$ cat src/rtl/memory_arbiter.sv
// memory_arbiter: arbitrates a fetch port and a data port onto a single
// memory interface that allows one outstanding access at a time.
// Ports:
//   clk, reset (async, active-low)
//   fetch port : i_req_valid/addr -> i_req_ready ; i_rsp_valid/data
//   data port  : d_req_valid/cmd/addr/wdata/mask -> d_req_ready ;
//                d_rsp_valid/data (write acknowledge carries zero data)
//   memory side: memory_ready/valid, read_memory_data in ;
//                read/write_memory_address, write_memory_data/mask,
//                memory_command, memory_enable out
module memory_arbiter #(
    parameter bit ROUND_ROBIN = 1'b1
) (
    input  logic        clk,
    input  logic        reset,
    input  logic        i_req_valid,
    input  logic [31:0] i_req_addr,
    output logic        i_req_ready,
    output logic        i_rsp_valid,
    output logic [31:0] i_rsp_data,
    input  logic        d_req_valid,
    input  logic        d_req_cmd,
    input  logic [31:0] d_req_addr,
    input  logic [31:0] d_req_wdata,
    input  logic [31:0] d_req_mask,
    output logic        d_req_ready,
    output logic        d_rsp_valid,
    output logic [31:0] d_rsp_data,
    input  logic        memory_ready,
    input  logic        memory_valid,
    input  logic [31:0] read_memory_data,
    output logic [31:0] read_memory_address,
    output logic [31:0] write_memory_address,
    output logic [31:0] write_memory_data,
    output logic [31:0] write_memory_mask,
    output logic        memory_command,
    output logic        memory_enable
);

    localparam logic READ  = 1'b0;
    localparam logic WRITE = 1'b1;

    typedef enum logic {
        IDLE = 1'b0,
        WAIT = 1'b1
    } state_e;

    state_e state, state_n;
    logic   last_d, last_d_n;
    logic   owner_d, owner_d_n;
    logic   cmd_q, cmd_q_n;
    logic   done, can_issue, pick_d;

    // All combinational outputs are qualified by reset so that they read
    // zero the instant reset asserts, not just after the next edge.
    assign done      = reset && (state == WAIT) && memory_valid;
    assign can_issue = reset && memory_ready &&
                       ((state == IDLE) || memory_valid);

    // Data wins when it is alone, when ties favour data, or when the
    // fetch port was granted last.
    assign pick_d = d_req_valid &&
                    (!i_req_valid || (ROUND_ROBIN == 1'b0) || !last_d);

    always_comb begin
        state_n              = state;
        last_d_n             = last_d;
        owner_d_n            = owner_d;
        cmd_q_n              = cmd_q;
        i_req_ready          = 1'b0;
        d_req_ready          = 1'b0;
        i_rsp_valid          = 1'b0;
        d_rsp_valid          = 1'b0;
        i_rsp_data           = 32'h0;
        d_rsp_data           = 32'h0;
        read_memory_address  = 32'h0;
        write_memory_address = 32'h0;
        write_memory_data    = 32'h0;
        write_memory_mask    = 32'h0;
        memory_command       = READ;
        memory_enable        = 1'b0;

        if (done) begin
            state_n = IDLE;
            if (owner_d) begin
                d_rsp_valid = 1'b1;
                d_rsp_data  = (cmd_q == WRITE) ? 32'h0 : read_memory_data;
            end else begin
                i_rsp_valid = 1'b1;
                i_rsp_data  = (cmd_q == WRITE) ? 32'h0 : read_memory_data;
            end
        end

        // A new issue in the completion cycle overrides the return to IDLE.
        if (can_issue && pick_d) begin
            d_req_ready          = 1'b1;
            memory_enable        = 1'b1;
            read_memory_address  = d_req_addr;
            write_memory_address = d_req_addr;
            write_memory_data    = d_req_wdata;
            write_memory_mask    = d_req_mask;
            memory_command       = d_req_cmd;
            state_n              = WAIT;
            owner_d_n            = 1'b1;
            cmd_q_n              = d_req_cmd;
            last_d_n             = 1'b1;
        end else if (can_issue && i_req_valid) begin
            i_req_ready          = 1'b1;
            memory_enable        = 1'b1;
            read_memory_address  = i_req_addr;
            write_memory_address = i_req_addr;
            state_n              = WAIT;
            owner_d_n            = 1'b0;
            cmd_q_n              = READ;
            last_d_n             = 1'b0;
        end
    end

    always_ff @(posedge clk or negedge reset) begin
        if (!reset) begin
            state   <= IDLE;
            last_d  <= 1'b0;
            owner_d <= 1'b0;
            cmd_q   <= READ;
        end else begin
            state   <= state_n;
            last_d  <= last_d_n;
            owner_d <= owner_d_n;
            cmd_q   <= cmd_q_n;
        end
    end

endmodule

$ cat config.mk
export PLATFORM = sky130hd
export DESIGN_NAME = memory_arbiter
export DESIGN_NICKNAME = d
export VERILOG_FILES = /design/src/rtl/memory_arbiter.sv
export SDC_FILE = /design/constraint.sdc
export NUM_CORES = 1
export LEC_CHECK = 0
export BUFFER_PORTS_ARGS = -buffer_cell sky130_fd_sc_hd__buf_2
export CORE_AREA = 2 2 141 143
export DETAILED_ROUTE_END_ITERATION = 6
export DIE_AREA = 0 0 143 145
export SLEW_MARGIN = 5
export SYNTH_ARGS = -nofsm -noshare
export SYNTH_HDL_FRONTEND = slang
export SYNTH_SLANG_ARGS = --single-unit
$ cat constraint.sdc
create_clock -name clk -period 1.8 [get_ports clk]
set_input_delay 0.27 -clock clk [delete_from_list [all_inputs] [get_ports clk]]
set_output_delay 0.27 -clock clk [all_outputs]
set_load 0.05 [all_outputs]
# After elaboration in Yosys (flattened, before gate mapping)
# Index checks and enable logic that the tools add are counted.
[op_classes]
shift = 0
n_lt_le_gt_ge = 0
add_sub_neg = 0
bitwise = 1
n_reduce_logical = 13
n_div = 0
n_mul = 0
mux = 24
eq_ne = 0
[ops]
columns = ["operator", "count"]
rows = [
  ["$mux W32", 9],
  ["$mux W1", 15],
  ["$logic_and A1 B1 Y1", 7],
  ["$reduce_bool A3 Y1", 1],
  ["$logic_not A1 Y1", 2],
  ["$logic_or A1 B1 Y1", 2],
  ["$reduce_bool A2 Y1", 1],
  ["$not A1 Y1", 1],
]
[totals]
memories = 0
input_bits = 167
mem_bits_ro = 0
ramBits = 0
output_inout_bits = 198
elab_cells = 41
latchBits = 0
regBits = 3

# Longest topological paths before layout
# Gate-level depths: netlist of the first run.
[logic_depth]
ltp_word = 6
mapped_depth = 7
ltp_nobuf = 3

# Least setup slack after synthesis of the first run
# No wires, ideal clock.
[synth_timing]
path_kind = "input to output"
startpoint = "input port i_req_valid"
endpoint = "output port write_memory_address[12]"
cell_stages = 7
t_arrival_ns = 2.226
slack_ns = -0.696
path_buffers = 4
required_ns = 1.530
cell_sequence = "buf_2 > a21bo_1 > buf_6 > clkbuf_1 > nand3_1 > a21oi_1 > buf_4"
[synth_via]
elab_chain_cells = 5
elab_cells_between_ends = 7
cone_classes = "mux (2); reduce/logical (5)"
[synth_lines]
columns = ["element", "line_no", "rtl"]
rows = [
  ["start: declaration", "16", "input logic i_req_valid,"],
  ["$logic_not A1 Y1", "63", "(!i_req_valid || (ROUND_ROBIN == 1'b0) || !last_d);"],
  ["$logic_or A1 B1 Y1", "63", ""],
  ["$logic_and A1 B1 Y1", "62", "assign pick_d = d_req_valid &&"],
  ["$logic_and A1 B1 Y1", "95", "if (can_issue && pick_d) begin"],
  ["$mux W32 (*)", "-", ""],
  ["end: declaration", "33", "output logic [31:0] write_memory_address,"],
]
# Mark *: on every way between the ends. The rest lies on a longest branch, timed or not.

==> metrics.txt, run 1 <==
hold violation count in the final report=0; startpoint types=flip-flop; status=finished, violations left; Cells after DPL=930; Bufs on Longest Clock Path=2; DRT iter0 DRCs=slightly above 70; Setup crit end kind=primary output; Initial DRT Pass Iterations=4; area grow syn2layout=307.2%; Slowest cell on crit path=dfrtp_1; CP most frequent cell=buf_6; Crit Path Max Fanout=7; VDD IR max=around 200 uV; vias in the first global route=4218; Starting Density=0.09895; post-synth top area cell=and2_1; unique cell type count in the Yosys netlist=25; Crit Path Class=reg2out; reg2reg start=owner_d; post-route setup slack=-0.2559 ns; failing checks=negative setup slack; YS warnings=0; pin count of the biggest net entering global routing=34; sequential area share after synthesis=0.03950; Max Used Layer=met4; clock latency on the worst-skew pair=0.23 ns; CP max stage delay=0.39 ns; core box area=just under 20000 sq um; Layout Cells excl Fill=985; Arr. time, crit path=roughly 1.8 ns; Net Count, Synth=just over 500; TritonCTS clock tree=yes; share of cells above drive strength 1=0.8915; share of the synthesized area in the top cell type=0.2140; P_leak=0.003482 uW; final setup vio count=185; CP top delay family=buffers and inverters; fmax=around 490 MHz; GRT Residual Overflow=0; WP buf/inv=5; Avg Vias per Cell=3.958; die area=~21000 sq um; met3 wire length=1101 um; die height=between 100 and 150 um; GP Congestion=~0.77; clk sinks=3; synth top area cells=and2_1 (21%), nor2_1 (13%), buf_4 (13%); initial antenna violation count=0; Worst slew margin=0.6821; total of max-cap violations=0; # nets final=887; Tcrit/Tclk final=1.142; worst setup path start=owner_d; FF+latch count, synth=3; wire per inst=17.96 um; max-slew violations=0; PD cells=387.6 nW/um^2; Post-Syn Instances=344; first-pass GRT wire length=24510 um; RSZ-0062 raised after global routing=true; Worst Tran Pin Value=0.4768 ns; Setup TNS Final=-26.51 ns; Synth Area per Inst=5.525 sq um; clk root buf=clkbuf_16; Mapped Area=1901 sq um; Critical Path RT=1.53 ns; Clock Skew=just under 0.001 ns; Hold Path Class=in2async; H-tree Lvls=1; Inserted Clock Buffers=3; Clock transition at path regs=~0.03 ns; die width=143 um; CP cell instances=buf_6 > a21boi_4 > buf_6 > buf_16 > buf_6 > nand2_4 > a21oi_4 > buf_6; WL met1=6013 um; vias after detailed routing=3899; port bufs=364; # DRC=0; pre-CTS setup slack=-0.03180 ns; minimum clock period=2.056 ns; Top-Level Pins=365; Post-DRT Antenna Nets=0; WL met2=10350 um; dpl hpwl=10750 um; Std-Cell Rows=just over 50; Total Routed Length=17690 um; gr usage total=0.1535
[Yosys cell counts]
library cell and n:
nor2_1 67, dfrtp_1 3, a21boi_1 1, a21oi_1 32
inv_1 2, buf_1 3, o21ai_0 1, a31oi_1 1
and2_1 65, a21o_1 1, and3_1 1, clkbuf_1 15
nand2b_1 33, a21bo_1 1, a41oi_1 1, o31a_1 1
buf_6 5, nand4_1 1, nor3_4 1, nor2b_1 1
buf_4 32, nand3_1 33, nand4b_1 1, nand2_1 35
buf_2 7
[kinds of logic after synthesis]
group,Yosys count,share of synthesized area
flip-flops,3,0.03950
AND/OR/NAND/NOR,238,0.6340
buffers and inverters,64,0.2140
AO/OA/AOI/OAI,39,0.1126
[layout by cell type, fill, tap and decap left out, types with 2 or more instances in the layout]
cell type  Yosys  routed
buf_12         0      25
nor2_1        67       2
nand2_2        0       9
clkbuf_16      0       6
and2_4         0      48
nor2_4         0      64
buf_2          7     166
nand2_4        0      23
buf_8          0     100
and2_2         0      17
nand2b_1      33      32
buf_6          5     110
nand3_1       33      30
nand3_2        0       2
nand2_1       35       3
buf_4         32      17
buf_16         0      11
dfrtp_1        3       2
a21oi_4        0      32
[layer usage]
metal,GRT usage,up-vias
li1,-,1824
met1,0.1633,1850
met2,0.3072,210
met3,0.02805,15
met4,0.02970,0
met5,0,-
[where the power goes]
group	switching (uW)	internal, uW
clock	72.9	293
sequential	38.2	82.3
combinational	1430	1080
[through the flow]
step	area (sq um)	power [uW]	hold WS, ns	utilization
floorplan	2491	1214	-0.02559	-
global placement	4518	1649	0.09841	0.2352
detailed placement	4518	1652	0.09855	0.2352
CTS	7263	2834	0.05003	0.3782
global route	7736	3122	0.05066	0.4028
finish	7739	2999	0.02739	0.4029
[registers in the layout (all words and copies together) (netlist names)]
register / flops
state: 1
owner_d: 1
cmd_q: 1
[cell type report]
cell class,instances,area (sq um)
Fill cell,1816,11470
Timing Repair Buffer,433,4587
Multi-Input combinational cell,277,2648
Tap cell,265,331.6
Clock buffer,4,78.83
Sequential cell,3,76.32
Inverter,2,15.01
Antenna cell,1,2.502
[worst paths after layout]
path / slack, ns / cells past startpoint / to
setup / recovery: -0.26 / 8 / write_memory_address[27]
hold / removal: 0.03 / 2 / state
setup reg to reg: 0.43 / 6 / cmd_q
hold reg to reg: 0.61 / 3 / state
max in group asynchronous: 1.26 / 2 / cmd_q
min in group clk: 0.28 / 2 / cmd_q
[repair_timing]
item | CTS | global route
resized for setup | 640 | 125
endpoints found under the setup margin | 197 | 198
pin swaps | 60 | 70
hold buffers | 1 | 0
cloned | 15 | 3
hold endpoints to repair | 1 | 0
buffers inserted | 26 | 11
Note: power is estimated with default switching activity, not from simulation.
==> inputs of run 2 (changes only) <==
Settings changed: CORE_AREA 2 2 141 143 to 2 2 142 144, CTS_BUF_LIST from default to sky130_fd_sc_hd__clkbuf_8, DIE_AREA 0 0 143 145 to 0 0 144 146.
==> metrics.txt, run 2 (synthesis results as in run 1) <==
CP top delay family=buffers and inverters; R2R Path End=cmd_q; total of max-cap violations=0; CP cell instances=buf_4 > a21boi_4 > buf_12 > clkbuf_16 > nand2_2 > a21oi_4 > buf_6; Inserted Clock Buffers=3; Avg Vias per Cell=slightly below 4; Regs by FF count=cmd_q: 1 flops, owner_d: 1 flops, state: 1 flops; worst hold endpoint=cmd_q; die height=between 100 and 150 um; Bufs on Longest Clock Path=2; H-tree Lvls=1; Total Routed Length=15390 um; initial antenna violation count=3; Hold Path Class=in2reg; Worst Tran Pin Value=0.3619 ns; core box area=19330 sq um; hold violation count in the final report=0; GRT busiest layer=met2; Initial DRT Pass Iterations=4; dpl hpwl=10600 um; fmax=511.3 MHz; final setup vio count=129; Std-Cell Rows=51; dpl cell area=4443 sq um; Worst slew margin=0.7588; startpoint types=flip-flop; vias in the first global route=between 3000 and 4000; GP Congestion=0.8047; die area=21020 sq um; die width=between 100 and 150 um; P_leak=0.003004 uW; reg2reg start=owner_d; PD cells=363.6 nW/um^2; # nets final=about 860; pin count of the biggest net entering global routing=34; hold depth=2; max-slew violations=0; Slowest cell on crit path=dfrtp_1; Crit Path Max Fanout=8; status=finished, violations left; worst hold slack=~0.34 ns; WP depth=7; Post-DRT Antenna Nets=0; clock latency on the worst-skew pair=0.22 ns; final non-filler cell area=6272 sq um; port bufs=364; minimum clock period=about 2 ns; fill cell count=1995; Starting Density=0.09830; met3 Use GR=0.03653; area grow syn2layout=230.0%; Setup crit end kind=primary output; clk sinks=3; Clock Skew=~0.0023 ns; failing checks=negative setup slack; CP max stage delay=0.36 ns; DRT iter0 DRCs=around 140; wire per inst=around 16 um; gr usage total=0.1195; Top-Level Pins=between 300 and 400; VDD IR max=133.0 uV; Critical Path RT=1.53 ns; RSZ-0062 raised after global routing=true; Clock transition at path regs=approximately 0.030 ns; TritonCTS clock tree=yes; global-route met1 utilization=0.1250; Tcrit/Tclk final=1.087; clk root buf=clkbuf_8; commonest non-fill, non-tap cells in the layout=buf_2 (184), buf_6 (93), buf_8 (66); flop2flop setup slack=0.38 ns; first-pass GRT wire length=19330 um; worst reg-to-reg path cell count=6; Crit Path Class=reg2out; Worst Hold Launch=d_req_cmd; # DRC=0; GRT Residual Overflow=0; share of cells above drive strength 1=0.7855; Arr. time, crit path=between 1.5 and 2 ns; WP buf/inv=4; GR Util met2=0.2321; post-route setup slack=-0.1559 ns; vias after detailed routing=approximately 3700; commonest non-fill, non-tap cell in the layout=buf_2
==> run 2: how the worst max path moves through the flow <==
| stage | from | to | slack (ns) |
|---|---|---|---|
| 6_report | owner_d | read_memory_address[7] | -0.16 |
| 5_1_grt | owner_d | write_memory_data[5] | -0.22 |
| 4_1_cts | owner_d | write_memory_data[5] | -0.19 |
| 3_5_place_dp | d_req_valid | write_memory_mask[11] | 0.007 |
| 3_3_place_gp | d_req_valid | write_memory_mask[11] | 0.009 |
| 2_1_floorplan | owner_d | write_memory_address[1] | -0.04 |
==> run 2: final cells by class <==
cell class                      count  area (sq um)  area share
Timing Repair Buffer              404          3740      0.5962
Sequential cell                     3         75.07     0.01197
Antenna cell                        2         5.005   0.0007979
Clock buffer                        3         41.29    0.006583
Inverter                            2         7.507    0.001197
Tap cell                          265         331.6     0.05286
Clock inverter                      1         3.754   0.0005984
Multi-Input combinational cell    277          2068      0.3297
==> run 2: per-stage QoR <==
stage	power, uW	setup TNS, ns	util	setup WS (ns)	instances
finish	2281	-12.39	0.3244	-0.1559	957
global route	2400	-22.88	0.3244	-0.2178	957
CTS	2063	-12.83	0.2893	-0.1930	948
detailed placement	1644	0	0.2298	0.007469	934
global placement	1639	0	0.2298	0.008916	934
floorplan	1214	-2.380	-	-0.04171	344
==> run 2: routing by layer <==
| layer | routed length (um) | vias to the layer above |
|---|---|---|
| li1 | - | 1753 |
| met1 | 5401 | 1726 |
| met2 | 8653 | 210 |
| met3 | 1242 | 8 |
| met4 | 78 | 2 |
| met5 | 16 | - |
==> run 2: timing repair <==
| item | 4_1_cts | 5_1_grt |
|---|---|---|
| endpoints found under the setup margin | 136 | 198 |
| gates resized for setup | 306 | 236 |
| hold endpoints to repair | 3 | 0 |
| gates cloned | 4 | 6 |
| setup buffers | 5 | 4 |
| pin swaps | 6 | 57 |
| hold buffers | 1 | 0 |
==> run 2: power breakdown <==
group          internal, uW  switching [uW]  total [uW]
clock                   145            47.7         193
combinational           815            1180        2000
sequential             82.0            8.36        90.3
==> inputs of run 3 (changes only) <==
Clock period 1.8 ns to 2.17 ns, I/O delays scaled along.
==> metrics.txt, run 3 (synthesis results as in run 1) <==
final non-filler cell area=4239 sq um; GP Congestion=0.7936; Worst slew margin=0.4837; Hold Path Class=in2async; die area=21020 sq um; Critical Path RT=1.84 ns; Reg area=75.07 sq um; gr usage total=0.09028; post-route setup slack=about 0.10 ns; Clock transition at path regs=0.03 ns; postcts setup bufs=0; H-tree Lvls=1; # DRC=0; VDD IR max=107.1 uV; dpl hpwl=between 9000 and 10000 um; Seq pwr share=0.067; sw frac=0.6021; commonest non-fill, non-tap cell in the layout=buf_2; combinational group share of total power=0.823; first-pass GRT wire length=15280 um; hold violation count in the final report=0; # diodes=0; PD cells=between 300 and 400 nW/um^2; dpl cell area=4089 sq um; Starting Density=0.09830; # nets final=831; area grow syn2layout=123.0%; TritonCTS clock tree=yes; CP max stage delay=0.37 ns; Avg Vias per Cell=3.620; Inserted Clock Buffers=3; Crit Path Class=reg2out; Bufs on Longest Clock Path=2; vias in the first global route=3040; final setup vio count=0; Total Routed Length=10850 um; flop2flop setup slack=0.87 ns; Crit Path Max Fanout=67; Regs by FF count=cmd_q: 1 flops, owner_d: 1 flops, state: 1 flops; share of cells above drive strength 1=0.6259; startpoint types=flip-flop; Slowest cell on crit path=dfrtp_1; GRT Residual Overflow=0; DRT iter0 DRCs=124; Net Switching=861.2 uW; max-slew violations=0; fill cell count=2200; core box area=around 19000 sq um; Setup crit end kind=primary output; Clock Power Share=0.109; port bufs=approximately 360; WP buf/inv=2; Multi-input gate area=roughly 1600 sq um; Std-Cell Rows=51; minimum clock period=approximately 2.1 ns; fmax=483.4 MHz; P_leak=0.002474 uW; clock latency on the worst-skew pair=0.21 ns; status=finished, final reports clean; commonest non-fill, non-tap cells in the layout=buf_2 (316), nor2_1 (67), and2_1 (65); pin count of the biggest net entering global routing=68; die height=146 um; Layout Cells excl Fill=928; Tcrit/Tclk final=0.9534; CP top delay family=buffers and inverters; Worst Tran Pin Value=0.7745 ns; Arr. time, crit path=1.74 ns; Post-DRT Antenna Nets=0; pre-CTS setup slack=about 0.15 ns; Setup TNS Final=0 ns; die width=144 um; Initial DRT Pass Iterations=4; vias after detailed routing=3359; Clock Skew=0.001207 ns; CP cell instances=a21bo_1 > nor3_4 > buf_12 > and2_1 > clkbuf_4; clk root buf=clkbuf_8; Cells after DPL=924; total of max-cap violations=0; initial antenna violation count=0; clk sinks=3; internal power=569.2 uW; Top-Level Pins=365; wire per inst=11.70 um; total power=1430 uW
## run 3: path summary, 6_finish.rpt
check,endpoint,start,cells after the start
worst max-delay path,write_memory_mask[18],owner_d,5
worst min-delay path,state,reset,2
worst max register to register,cmd_q,state,4
worst min register to register,state,state,2
max in group asynchronous,cmd_q,reset,2
min in group clk,cmd_q,d_req_cmd,2
## run 3: what timing repair did
item,in CTS,in global routing
resized for setup,0,42
hold buffers,0,0
setup endpoints to repair,0,42
## run 3: power by group through the flow
| stage | logic [uW] | registers, uW | clock network, uW |
|---|---|---|---|
| after floorplan | 848 | 80.1 | 0 |
| after global placement | 1170 | 98.3 | 0 |
| after detailed placement | 1170 | 97.5 | 0 |
| after CTS | 1180 | 96.7 | 161 |
| after global routing | 1260 | 100 | 170 |
| final | 1180 | 96.4 | 157 |
## run 3: cell type report
| type | instances | share of cell area |
|---|---|---|
| repair buffers | 377 | 0.5106 |
| multi-input cells | 277 | 0.3811 |
| well taps | 265 | 0.07822 |
| flip-flops and latches | 3 | 0.01771 |
| clock buffers | 3 | 0.009740 |
| inverters | 2 | 0.001771 |
| clock inverters | 1 | 0.0008855 |
## run 3: per-stage QoR
stage	hold slack, ns	utilization
2_1_floorplan	0.02991	-
5_1_grt	0.01656	0.2192
3_3_place_gp	0.2407	0.2115
4_1_cts	0.01745	0.2138
3_5_place_dp	0.2449	0.2115
6_report	0.01755	0.2192
## run 3: metal layers
| metal | part of all wire | vias up | global-route usage | wire length (um) |
|---|---|---|---|---|
| met1 | 0.41 | 1483 | 0.1070 | 4500 |
| met2 | 0.50 | 175 | 0.1674 | 5410 |
| li1 | - | 1695 | - | - |
| met3 | 0.076 | 6 | 0.01218 | 823 |
| met5 | 0 | - | 0 | 0 |
| met4 | 0.011 | 0 | 0.02500 | 119 |
